**src/rtl/i2c_eeprom_sched_if.sv**
```systemverilog
// Command/response channel between the EEPROM transaction scheduler and the
// byte-level I2C master engine. One command is outstanding at a time.
interface i2c_eeprom_sched_if;
    logic       cmd_valid;
    logic       cmd_ready;
    logic [1:0] cmd_op;
    logic [7:0] cmd_wdata;
    logic       cmd_nack;
    logic       rsp_valid;
    logic [7:0] rsp_rdata;
    logic       rsp_nack;

    modport master (
        output cmd_valid, cmd_op, cmd_wdata, cmd_nack,
        input  cmd_ready, rsp_valid, rsp_rdata, rsp_nack
    );

    modport slave (
        input  cmd_valid, cmd_op, cmd_wdata, cmd_nack,
        output cmd_ready, rsp_valid, rsp_rdata, rsp_nack
    );
endinterface

```
**src/rtl/i2c_eeprom_sched.sv**
```systemverilog
// Round-robin scheduler turning two clients' byte requests into 24Cxx random
// write/read command sequences for a shared I2C byte engine.
module i2c_eeprom_sched #(
    parameter logic [6:0]  DEV_ADDR    = 7'h50,
    parameter int unsigned WR_WAIT_CYC = 250000
) (
    input  logic               sys_clk,
    input  logic               rst,
    input  logic [1:0]         req,
    input  logic [1:0]         req_rd,
    input  logic [15:0]        req_addr,
    input  logic [15:0]        req_wdata,
    output logic [1:0]         grant,
    output logic [1:0]         done,
    output logic [7:0]         rdata,
    output logic               err,
    output logic               busy,
    i2c_eeprom_sched_if.master eng
);

    localparam logic [1:0] OP_START = 2'd0;
    localparam logic [1:0] OP_WRITE = 2'd1;
    localparam logic [1:0] OP_READ  = 2'd2;
    localparam logic [1:0] OP_STOP  = 2'd3;

    typedef enum logic [2:0] {
        S_IDLE     = 3'd0,
        S_ARB      = 3'd1,
        S_ISSUE    = 3'd2,
        S_WAIT_RSP = 3'd3,
        S_WR_WAIT  = 3'd4,
        S_DONE     = 3'd5
    } state_t;

    typedef struct packed {
        logic [1:0] op;
        logic [7:0] data;
        logic       nack;
    } cmd_t;

    // Step index -> command; anything past the last step is STOP.
    function automatic cmd_t cmd_decode(input logic rd, input logic [2:0] step,
                                        input logic [7:0] addr, input logic [7:0] wdata);
        cmd_t c;
        c.op   = OP_STOP;
        c.data = 8'h00;
        c.nack = 1'b0;
        if (rd) begin
            case (step)
                3'd0:    c.op = OP_START;
                3'd1:    begin c.op = OP_WRITE; c.data = {DEV_ADDR, 1'b0}; end
                3'd2:    begin c.op = OP_WRITE; c.data = addr; end
                3'd3:    c.op = OP_START;
                3'd4:    begin c.op = OP_WRITE; c.data = {DEV_ADDR, 1'b1}; end
                3'd5:    begin c.op = OP_READ;  c.nack = 1'b1; end
                default: c.op = OP_STOP;
            endcase
        end else begin
            case (step)
                3'd0:    c.op = OP_START;
                3'd1:    begin c.op = OP_WRITE; c.data = {DEV_ADDR, 1'b0}; end
                3'd2:    begin c.op = OP_WRITE; c.data = addr; end
                3'd3:    begin c.op = OP_WRITE; c.data = wdata; end
                default: c.op = OP_STOP;
            endcase
        end
        return c;
    endfunction

    state_t      state_r, state_s;
    logic [2:0]  step_r, step_s;
    logic        owner_r, owner_s;
    logic        rd_r, rd_s;
    logic [7:0]  addr_r, addr_s;
    logic [7:0]  wdata_r, wdata_s;
    logic        abort_r, abort_s;
    logic        ptr_r, ptr_s;
    logic [31:0] cnt_r, cnt_s;
    logic [7:0]  rcap_r, rcap_s;
    logic [1:0]  grant_r, grant_s;
    logic [1:0]  done_r, done_s;
    logic [7:0]  rdata_r, rdata_s;
    logic        err_r, err_s;
    logic        busy_r, busy_s;
    logic        cmd_valid_r, cmd_valid_s;
    cmd_t        cmd_r, cmd_s;
    logic        win_s;
    logic        hs_s;

    // On a tie the client that was not served last wins.
    assign win_s = (req == 2'b11) ? ~ptr_r : req[1];
    assign hs_s  = cmd_valid_r & eng.cmd_ready;

    // Next-state and next-output logic of the transaction FSM.
    always_comb begin
        state_s     = state_r;
        step_s      = step_r;
        owner_s     = owner_r;
        rd_s        = rd_r;
        addr_s      = addr_r;
        wdata_s     = wdata_r;
        abort_s     = abort_r;
        ptr_s       = ptr_r;
        cnt_s       = cnt_r;
        rcap_s      = rcap_r;
        grant_s     = grant_r;
        busy_s      = busy_r;
        done_s      = 2'b00;
        err_s       = 1'b0;
        rdata_s     = rdata_r;
        cmd_valid_s = cmd_valid_r;
        cmd_s       = cmd_r;
        case (state_r)
            S_IDLE: begin
                if (|req) begin
                    owner_s = win_s;
                    rd_s    = req_rd[win_s];
                    addr_s  = win_s ? req_addr[15:8]  : req_addr[7:0];
                    wdata_s = win_s ? req_wdata[15:8] : req_wdata[7:0];
                    grant_s = win_s ? 2'b10 : 2'b01;
                    busy_s  = 1'b1;
                    step_s  = 3'd0;
                    abort_s = 1'b0;
                    state_s = S_ARB;
                end else begin
                    state_s = S_IDLE;
                end
            end
            S_ARB: begin
                cmd_s       = cmd_decode(rd_r, step_r, addr_r, wdata_r);
                cmd_valid_s = 1'b1;
                state_s     = S_ISSUE;
            end
            S_ISSUE: begin
                if (hs_s) begin
                    cmd_valid_s = 1'b0;
                    state_s     = S_WAIT_RSP;
                end else begin
                    state_s = S_ISSUE;
                end
            end
            S_WAIT_RSP: begin
                if (eng.rsp_valid) begin
                    if (cmd_r.op == OP_STOP) begin
                        if (!abort_r && !rd_r) begin
                            cnt_s   = 32'd0;
                            state_s = S_WR_WAIT;
                        end else begin
                            done_s  = grant_r;
                            err_s   = abort_r;
                            rdata_s = abort_r ? rdata_r : rcap_r;
                            state_s = S_DONE;
                        end
                    end else begin
                        if (cmd_r.op == OP_READ) begin
                            rcap_s = eng.rsp_rdata;
                        end else begin
                            rcap_s = rcap_r;
                        end
                        // A NACK only aborts on bytes the master sent.
                        if (cmd_r.op == OP_WRITE && eng.rsp_nack) begin
                            abort_s = 1'b1;
                            step_s  = rd_r ? 3'd6 : 3'd4;
                        end else begin
                            step_s = step_r + 3'd1;
                        end
                        cmd_s       = cmd_decode(rd_r, step_s, addr_r, wdata_r);
                        cmd_valid_s = 1'b1;
                        state_s     = S_ISSUE;
                    end
                end else begin
                    state_s = S_WAIT_RSP;
                end
            end
            S_WR_WAIT: begin
                if (cnt_r == WR_WAIT_CYC - 32'd1) begin
                    done_s  = grant_r;
                    err_s   = abort_r;
                    state_s = S_DONE;
                end else begin
                    cnt_s = cnt_r + 32'd1;
                end
            end
            S_DONE: begin
                ptr_s   = owner_r;
                grant_s = 2'b00;
                busy_s  = 1'b0;
                abort_s = 1'b0;
                state_s = S_IDLE;
            end
            default: begin
                state_s     = S_IDLE;
                grant_s     = 2'b00;
                busy_s      = 1'b0;
                cmd_valid_s = 1'b0;
            end
        endcase
    end

    // State, context and registered outputs.
    always_ff @(posedge sys_clk) begin
        if (rst) begin
            state_r     <= S_IDLE;
            step_r      <= 3'd0;
            owner_r     <= 1'b0;
            rd_r        <= 1'b0;
            addr_r      <= 8'h00;
            wdata_r     <= 8'h00;
            abort_r     <= 1'b0;
            ptr_r       <= 1'b1;
            cnt_r       <= 32'd0;
            rcap_r      <= 8'h00;
            grant_r     <= 2'b00;
            done_r      <= 2'b00;
            rdata_r     <= 8'h00;
            err_r       <= 1'b0;
            busy_r      <= 1'b0;
            cmd_valid_r <= 1'b0;
            cmd_r       <= '0;
        end else begin
            state_r     <= state_s;
            step_r      <= step_s;
            owner_r     <= owner_s;
            rd_r        <= rd_s;
            addr_r      <= addr_s;
            wdata_r     <= wdata_s;
            abort_r     <= abort_s;
            ptr_r       <= ptr_s;
            cnt_r       <= cnt_s;
            rcap_r      <= rcap_s;
            grant_r     <= grant_s;
            done_r      <= done_s;
            rdata_r     <= rdata_s;
            err_r       <= err_s;
            busy_r      <= busy_s;
            cmd_valid_r <= cmd_valid_s;
            cmd_r       <= cmd_s;
        end
    end

    assign grant         = grant_r;
    assign done          = done_r;
    assign rdata         = rdata_r;
    assign err           = err_r;
    assign busy          = busy_r;
    assign eng.cmd_valid = cmd_valid_r;
    assign eng.cmd_op    = cmd_r.op;
    assign eng.cmd_wdata = cmd_r.data;
    assign eng.cmd_nack  = cmd_r.nack;

endmodule

```
**src/flat_wrapper.sv**
```systemverilog
// flat-port wrapper written by rule: the top's interface ports become plain ports
module i2c_eeprom_sched_flat 
#(
    parameter logic [6:0]  DEV_ADDR    = 7'h50,
    parameter int unsigned WR_WAIT_CYC = 250000
)
  (sys_clk, rst, req, req_rd, req_addr, req_wdata, grant, done, rdata, err, busy, eng_cmd_valid, eng_cmd_op, eng_cmd_wdata, eng_cmd_nack, eng_cmd_ready, eng_rsp_valid, eng_rsp_rdata, eng_rsp_nack);
  i2c_eeprom_sched_if eng_i ();
  input  logic sys_clk;
  input  logic rst;
  input  logic [1:0] req;
  input  logic [1:0] req_rd;
  input  logic [15:0] req_addr;
  input  logic [15:0] req_wdata;
  output logic [1:0] grant;
  output logic [1:0] done;
  output logic [7:0] rdata;
  output logic err;
  output logic busy;
  output wire logic [$bits(eng_i.cmd_valid)-1:0] eng_cmd_valid;
  output wire logic [$bits(eng_i.cmd_op)-1:0] eng_cmd_op;
  output wire logic [$bits(eng_i.cmd_wdata)-1:0] eng_cmd_wdata;
  output wire logic [$bits(eng_i.cmd_nack)-1:0] eng_cmd_nack;
  input wire logic [$bits(eng_i.cmd_ready)-1:0] eng_cmd_ready;
  input wire logic [$bits(eng_i.rsp_valid)-1:0] eng_rsp_valid;
  input wire logic [$bits(eng_i.rsp_rdata)-1:0] eng_rsp_rdata;
  input wire logic [$bits(eng_i.rsp_nack)-1:0] eng_rsp_nack;
  assign eng_cmd_valid = eng_i.cmd_valid;
  assign eng_cmd_op = eng_i.cmd_op;
  assign eng_cmd_wdata = eng_i.cmd_wdata;
  assign eng_cmd_nack = eng_i.cmd_nack;
  assign eng_i.cmd_ready = eng_cmd_ready;
  assign eng_i.rsp_valid = eng_rsp_valid;
  assign eng_i.rsp_rdata = eng_rsp_rdata;
  assign eng_i.rsp_nack = eng_rsp_nack;
  i2c_eeprom_sched #(.DEV_ADDR(DEV_ADDR), .WR_WAIT_CYC(WR_WAIT_CYC)) u_core (.sys_clk(sys_clk), .rst(rst), .req(req), .req_rd(req_rd), .req_addr(req_addr), .req_wdata(req_wdata), .grant(grant), .done(done), .rdata(rdata), .err(err), .busy(busy), .eng(eng_i));
endmodule
```
**config.mk**
```make
export PLATFORM = sky130hd
export DESIGN_NAME = i2c_eeprom_sched_flat
export DESIGN_NICKNAME = d
export VERILOG_FILES = /design/src/rtl/i2c_eeprom_sched_if.sv /design/src/rtl/i2c_eeprom_sched.sv /design/src/flat_wrapper.sv
export SDC_FILE = /design/constraint.sdc
export NUM_CORES = 1
export LEC_CHECK = 0
export CORE_UTILIZATION = 44
export DETAILED_ROUTE_END_ITERATION = 10
export HOLD_SLACK_MARGIN = 0.03
export PLACE_DENSITY = 0.68
export SYNTH_ARGS = -nofsm -noshare
export SYNTH_HDL_FRONTEND = slang
export SYNTH_SLANG_ARGS = --single-unit
```
**constraint.sdc**
```tcl
create_clock -name sys_clk -period 4.9 [get_ports sys_clk]
set_clock_uncertainty 0.15 [all_clocks]
set_input_delay 0.735 -clock sys_clk [delete_from_list [all_inputs] [get_ports sys_clk]]
set_output_delay 0.735 -clock sys_clk [all_outputs]
set_load 0.1 [all_outputs]
```
==> results_tabular.tex <==
\begin{tabular}{lr}
\hline
Metric & Value \\
\hline
\multicolumn{2}{l}{\textbf{Timing}} \\
\quad RSZ-0062 raised after global routing & false \\
\quad Final critical delay including setup and external delays & roughly 3.0 ns \\
\quad Remaining max-slew budget at the tightest pin & slightly below 30\% \\
\quad Number of setup violations in the final report & 0 \\
\quad Final hold violation count & 0 \\
\quad Final number of max-transition violations & 0 \\
\quad Tightest Pin Transition & $\sim$1.0 ns \\
\quad Final Worst Setup Slack & 1.85 ns \\
\quad Share of the cycle needed by the critical path after routing & between 60 and 70\% \\
\quad Setup TNS after final layout & 0 ns \\
\quad Fmax & 328 MHz \\
\multicolumn{2}{l}{\textbf{CTS}} \\
\quad Setup bufs post-CTS & 0 \\
\quad Cells resized by post-CTS repair & 0 \\
\quad Htree depth & 3 \\
\quad Skew-Pair Late Insertion Delay & approximately 0.37 ns \\
\quad Total CTS buffers & 9 \\
\quad Cell chosen for the clock root & sky130\_fd\_sc\_hd\_\_clkbuf\_8 \\
\quad TritonCTS clock tree & built \\
\quad Post-CTS Hold Fix Bufs & 0 \\
\quad Sinks on Clock Net & around 90 \\
\quad Clock Pin Slew Worst Setup and Hold Paths & about 0.10 ns \\
\quad CTS max path bufs & 2 \\
\multicolumn{2}{l}{\textbf{Setup path}} \\
\quad Crit path depth & 6 \\
\quad Type of destination of the critical path & register \\
\quad Worst r2r path cells & 6 \\
\quad Family with the most delay on the worst path & simple AND/OR/NAND/NOR gates \\
\quad Cell with the biggest individual delay on the critical path & sky130\_fd\_sc\_hd\_\_or4\_4 \\
\quad Worst setup path category & in2reg \\
\quad Required arrival time at the worst endpoint & between 5 and 6 ns \\
\quad Worst Setup Start Kind & input port \\
\quad Biggest cell delay along the critical path & around 0.67 ns \\
\quad Critical Path AT & around 3.2 ns \\
\quad WP buf/inv & 1 \\
\quad CP cell instances & clkdlybuf4s50\_1 > nand3\_2 > or4\_4 > a211o\_1 > or4\_1 > nand2\_1 \\
\quad Top fanout value on the critical path & 25 \\
\multicolumn{2}{l}{\textbf{Drt}} \\
\quad DRC violations left & 0 \\
\quad Post-route antenna net violation count & 0 \\
\quad Via count normalized by instance count & 5.83 \\
\quad Count of vias placed by the detailed router & 4,429 \\
\quad First-pass iteration count of the detailed router & 5 \\
\quad Final wirelength & about 12,000 um \\
\quad Wire length per cell & roughly 15 um \\
\quad Iter 0 DRT Violations & 248 \\
\multicolumn{2}{l}{\textbf{Floorplan}} \\
\quad Horizontal extent of the die & around 100 um \\
\quad Core Footprint & a little over 10,000 um\^{}2 \\
\quad Num rows & 37 \\
\quad Vertical die dimension & between 100 and 150 um \\
\quad Total die area & about 11,000 um\^{}2 \\
\quad Top-level I/O count & 75 \\
\quad Starting Density & a little under half \\
\multicolumn{2}{l}{\textbf{Synth}} \\
\quad Post-synthesis area per instance & 8.14 um\^{}2 \\
\quad Post-Syn Area & 4650 um\^{}2 \\
\quad Distinct cell type count of the synthesized netlist & 61 \\
\quad Largest cells by area after synthesis & sky130\_fd\_sc\_hd\_\_dfxtp\_1 (40\%), sky130\_fd\_sc\_hd\_\_nand2\_1 (7.3\%), sky130\_fd\_sc\_hd\_\_mux2i\_1 (5.0\%) \\
\quad Flip-flop cell with the highest count after synthesis & sky130\_fd\_sc\_hd\_\_dfxtp\_1 \\
\quad Post-synth EDFFs & 0 \\
\quad Share of synthesized registers carrying an async set or reset & 0\% \\
\quad Biggest area consumer among synthesized cells & sky130\_fd\_sc\_hd\_\_dfxtp\_1 \\
\quad Sequential share of the synthesized area & a little under 40\% \\
\quad Total of warnings raised by yosys & 0 \\
\quad Cell count after synthesis & about 570 \\
\quad Syn nets & roughly 630 \\
\quad \#FFs+latches synth & 92 \\
\quad Share of the synthesized area in the top cell type & 39.6\% \\
\multicolumn{2}{l}{\textbf{Cells and area}} \\
\quad Number of nets at the end of the flow & around 670 \\
\quad Area Overhead vs Synth & 20.7\% \\
\quad Number of antenna diodes & 0 \\
\quad Commonest cells after routing, fill and taps aside & sky130\_fd\_sc\_hd\_\_dfxtp\_1 (92), sky130\_fd\_sc\_hd\_\_nand2\_1 (91), sky130\_fd\_sc\_hd\_\_clkdlybuf4s50\_1 (73) \\
\quad Core utilization of the finished layout & 54.6\% \\
\quad Fraction of final layout cells with drive strength greater than 1 & 4.49\% \\
\quad Commonest non-fill, non-tap cell in the layout & sky130\_fd\_sc\_hd\_\_dfxtp\_1 \\
\multicolumn{2}{l}{\textbf{GRT}} \\
\quad Number of global-route vias before repair & between 4,000 and 5,000 \\
\quad Most crowded layer after global routing & met2 \\
\quad Met3 Resource Use GR & under 10\% \\
\quad Met1 usage in global routing & about 28\% \\
\quad First-pass GRT wire length & around 20,000 um \\
\quad Maximum number of pins on one net before global-route repair & 53 \\
\quad Met2 Usage GRT & a little over a third \\
\quad Initial antenna violation count & 0 \\
\quad Overall routing resource usage & between 20 and 25\% \\
\quad Total grt overflow & 0 \\
\multicolumn{2}{l}{\textbf{Worst hold path}} \\
\quad Kind of path behind the tightest hold check & reg2reg \\
\quad Worst hold path depth & 2 \\
\multicolumn{2}{l}{\textbf{Place}} \\
\quad Final GP Congestion & between 0.8 and 0.9 \\
\quad Detailed-placement wirelength estimate & 8390 um \\
\quad Post-Place Setup Slack & between 1 and 1.5 ns \\
\quad Buffers added on ports & 74 \\
\multicolumn{2}{l}{\textbf{Job}} \\
\quad Max-cap violations & 0 \\
\multicolumn{2}{l}{\textbf{Power and ir drop}} \\
\quad Areal power density over the cells & 293 nW/um\^{}2 \\
\quad Max VDD drop & $\sim$220 uV \\
\quad Total chip power & 1.65 mW \\
\quad Leakage power figure & around 1.9 nW \\
\multicolumn{2}{l}{\textbf{Status}} \\
\quad Status & completed \\
\hline
\end{tabular}
## where the power goes
part | internal (mW) | switching [mW] | total (mW)
Combinational | 0.0930 | 0.176 | 0.269
Sequential | 0.779 | 0.0323 | 0.812
Clock | 0.292 | 0.274 | 0.566
## Yosys cell counts, types with 3 or more instances
master,number
sky130_fd_sc_hd__a2111o_1,9
sky130_fd_sc_hd__a211oi_1,4
sky130_fd_sc_hd__a21oi_1,34
sky130_fd_sc_hd__a311oi_1,14
sky130_fd_sc_hd__a31oi_1,7
sky130_fd_sc_hd__a32oi_1,6
sky130_fd_sc_hd__and2_1,5
sky130_fd_sc_hd__and3_1,8
sky130_fd_sc_hd__and4_1,3
sky130_fd_sc_hd__buf_6,3
sky130_fd_sc_hd__clkbuf_1,31
sky130_fd_sc_hd__dfxtp_1,92
sky130_fd_sc_hd__ha_1,6
sky130_fd_sc_hd__inv_1,12
sky130_fd_sc_hd__mux2i_1,23
sky130_fd_sc_hd__nand2_1,91
sky130_fd_sc_hd__nand2b_1,4
sky130_fd_sc_hd__nand3_1,25
sky130_fd_sc_hd__nand3b_1,7
sky130_fd_sc_hd__nand4_1,10
sky130_fd_sc_hd__nor2_1,48
sky130_fd_sc_hd__nor2b_1,3
sky130_fd_sc_hd__nor3_1,10
sky130_fd_sc_hd__nor4_1,7
sky130_fd_sc_hd__o2111ai_1,7
sky130_fd_sc_hd__o211ai_1,13
sky130_fd_sc_hd__o21a_1,3
sky130_fd_sc_hd__o21ai_0,23
sky130_fd_sc_hd__or3_1,10
sky130_fd_sc_hd__or4_1,10
## stage by stage
| stage | cell area [um^2] | hold WS (ns) | instances |
|---|---|---|---|
| 2_1_floorplan | 4650 | 0.292 | 571 |
| 3_3_place_gp | 5390 | 0.299 | 744 |
| 3_5_place_dp | 5390 | 0.319 | 744 |
| 4_1_cts | 5610 | 0.337 | 760 |
| 5_1_grt | 5610 | 0.358 | 760 |
| 6_report | 5610 | 0.336 | 760 |
## area by class of cell
cell class	count	area [um^2]
clock buffers	10	128
clock inverters	6	93.8
fillers	994	4660
inverters	14	52.6
multi-input cells	426	2580
flip-flops and latches	92	1840
well taps	136	170
repair buffers	76	751
## kinds of logic after synthesis
| logic type | after synthesis | synth area share, % |
|---|---|---|
| AO/OA/AOI/OAI | 140 | 21.1 |
| buffers and inverters | 53 | 4.98 |
| adder cells (fa/ha/maj) | 6 | 1.61 |
| XOR/XNOR | 2 | 0.377 |
| multiplexers | 23 | 4.95 |
| flip-flops | 92 | 39.6 |
| AND/OR/NAND/NOR | 255 | 27.4 |
## state kept, by name, summed over array words and instances, names as in the netlist, 3 cells and up
register	flops
u_core.addr_r	8
u_core.state_r	3
u_core.step_r	3
u_core.rcap_r	8
u_core.rdata	8
u_core.cnt_r	32
u_core.eng.cmd_wdata	8
u_core.wdata_r	8
## layer usage
metal  up-vias  part of all wire (%)
met5         -                     0
met4         0                   1.5
met3        16                   4.5
met2       112                    48
met1      2090                    46
li1       2211                     -
## worst paths after layout
kind / start / to / slack, ns
max: eng_rsp_valid / u_core.cnt_r[23]$_SDFFE_PP0P_ / 1.85
min: u_core.cnt_r[31]$_SDFFE_PP0P_ / u_core.cnt_r[31]$_SDFFE_PP0P_ / 0.34
max reg2reg: u_core.step_r[0]$_SDFFE_PP0P_ / u_core.eng.cmd_wdata[2]$_SDFFE_PP0P_ / 1.98
min reg2reg: u_core.cnt_r[31]$_SDFFE_PP0P_ / u_core.cnt_r[31]$_SDFFE_PP0P_ / 0.34
## worst register-to-register path: stages, from the launching register on
cell	delay [ns]
sky130_fd_sc_hd__dfxtp_1	0.58
sky130_fd_sc_hd__inv_1	0.14
sky130_fd_sc_hd__ha_1	0.56
sky130_fd_sc_hd__mux2i_1	0.17
sky130_fd_sc_hd__o41ai_1	0.80
sky130_fd_sc_hd__a32oi_1	0.27
sky130_fd_sc_hd__a21oi_1	0.19
Note: power is estimated with default switching activity, not from simulation.
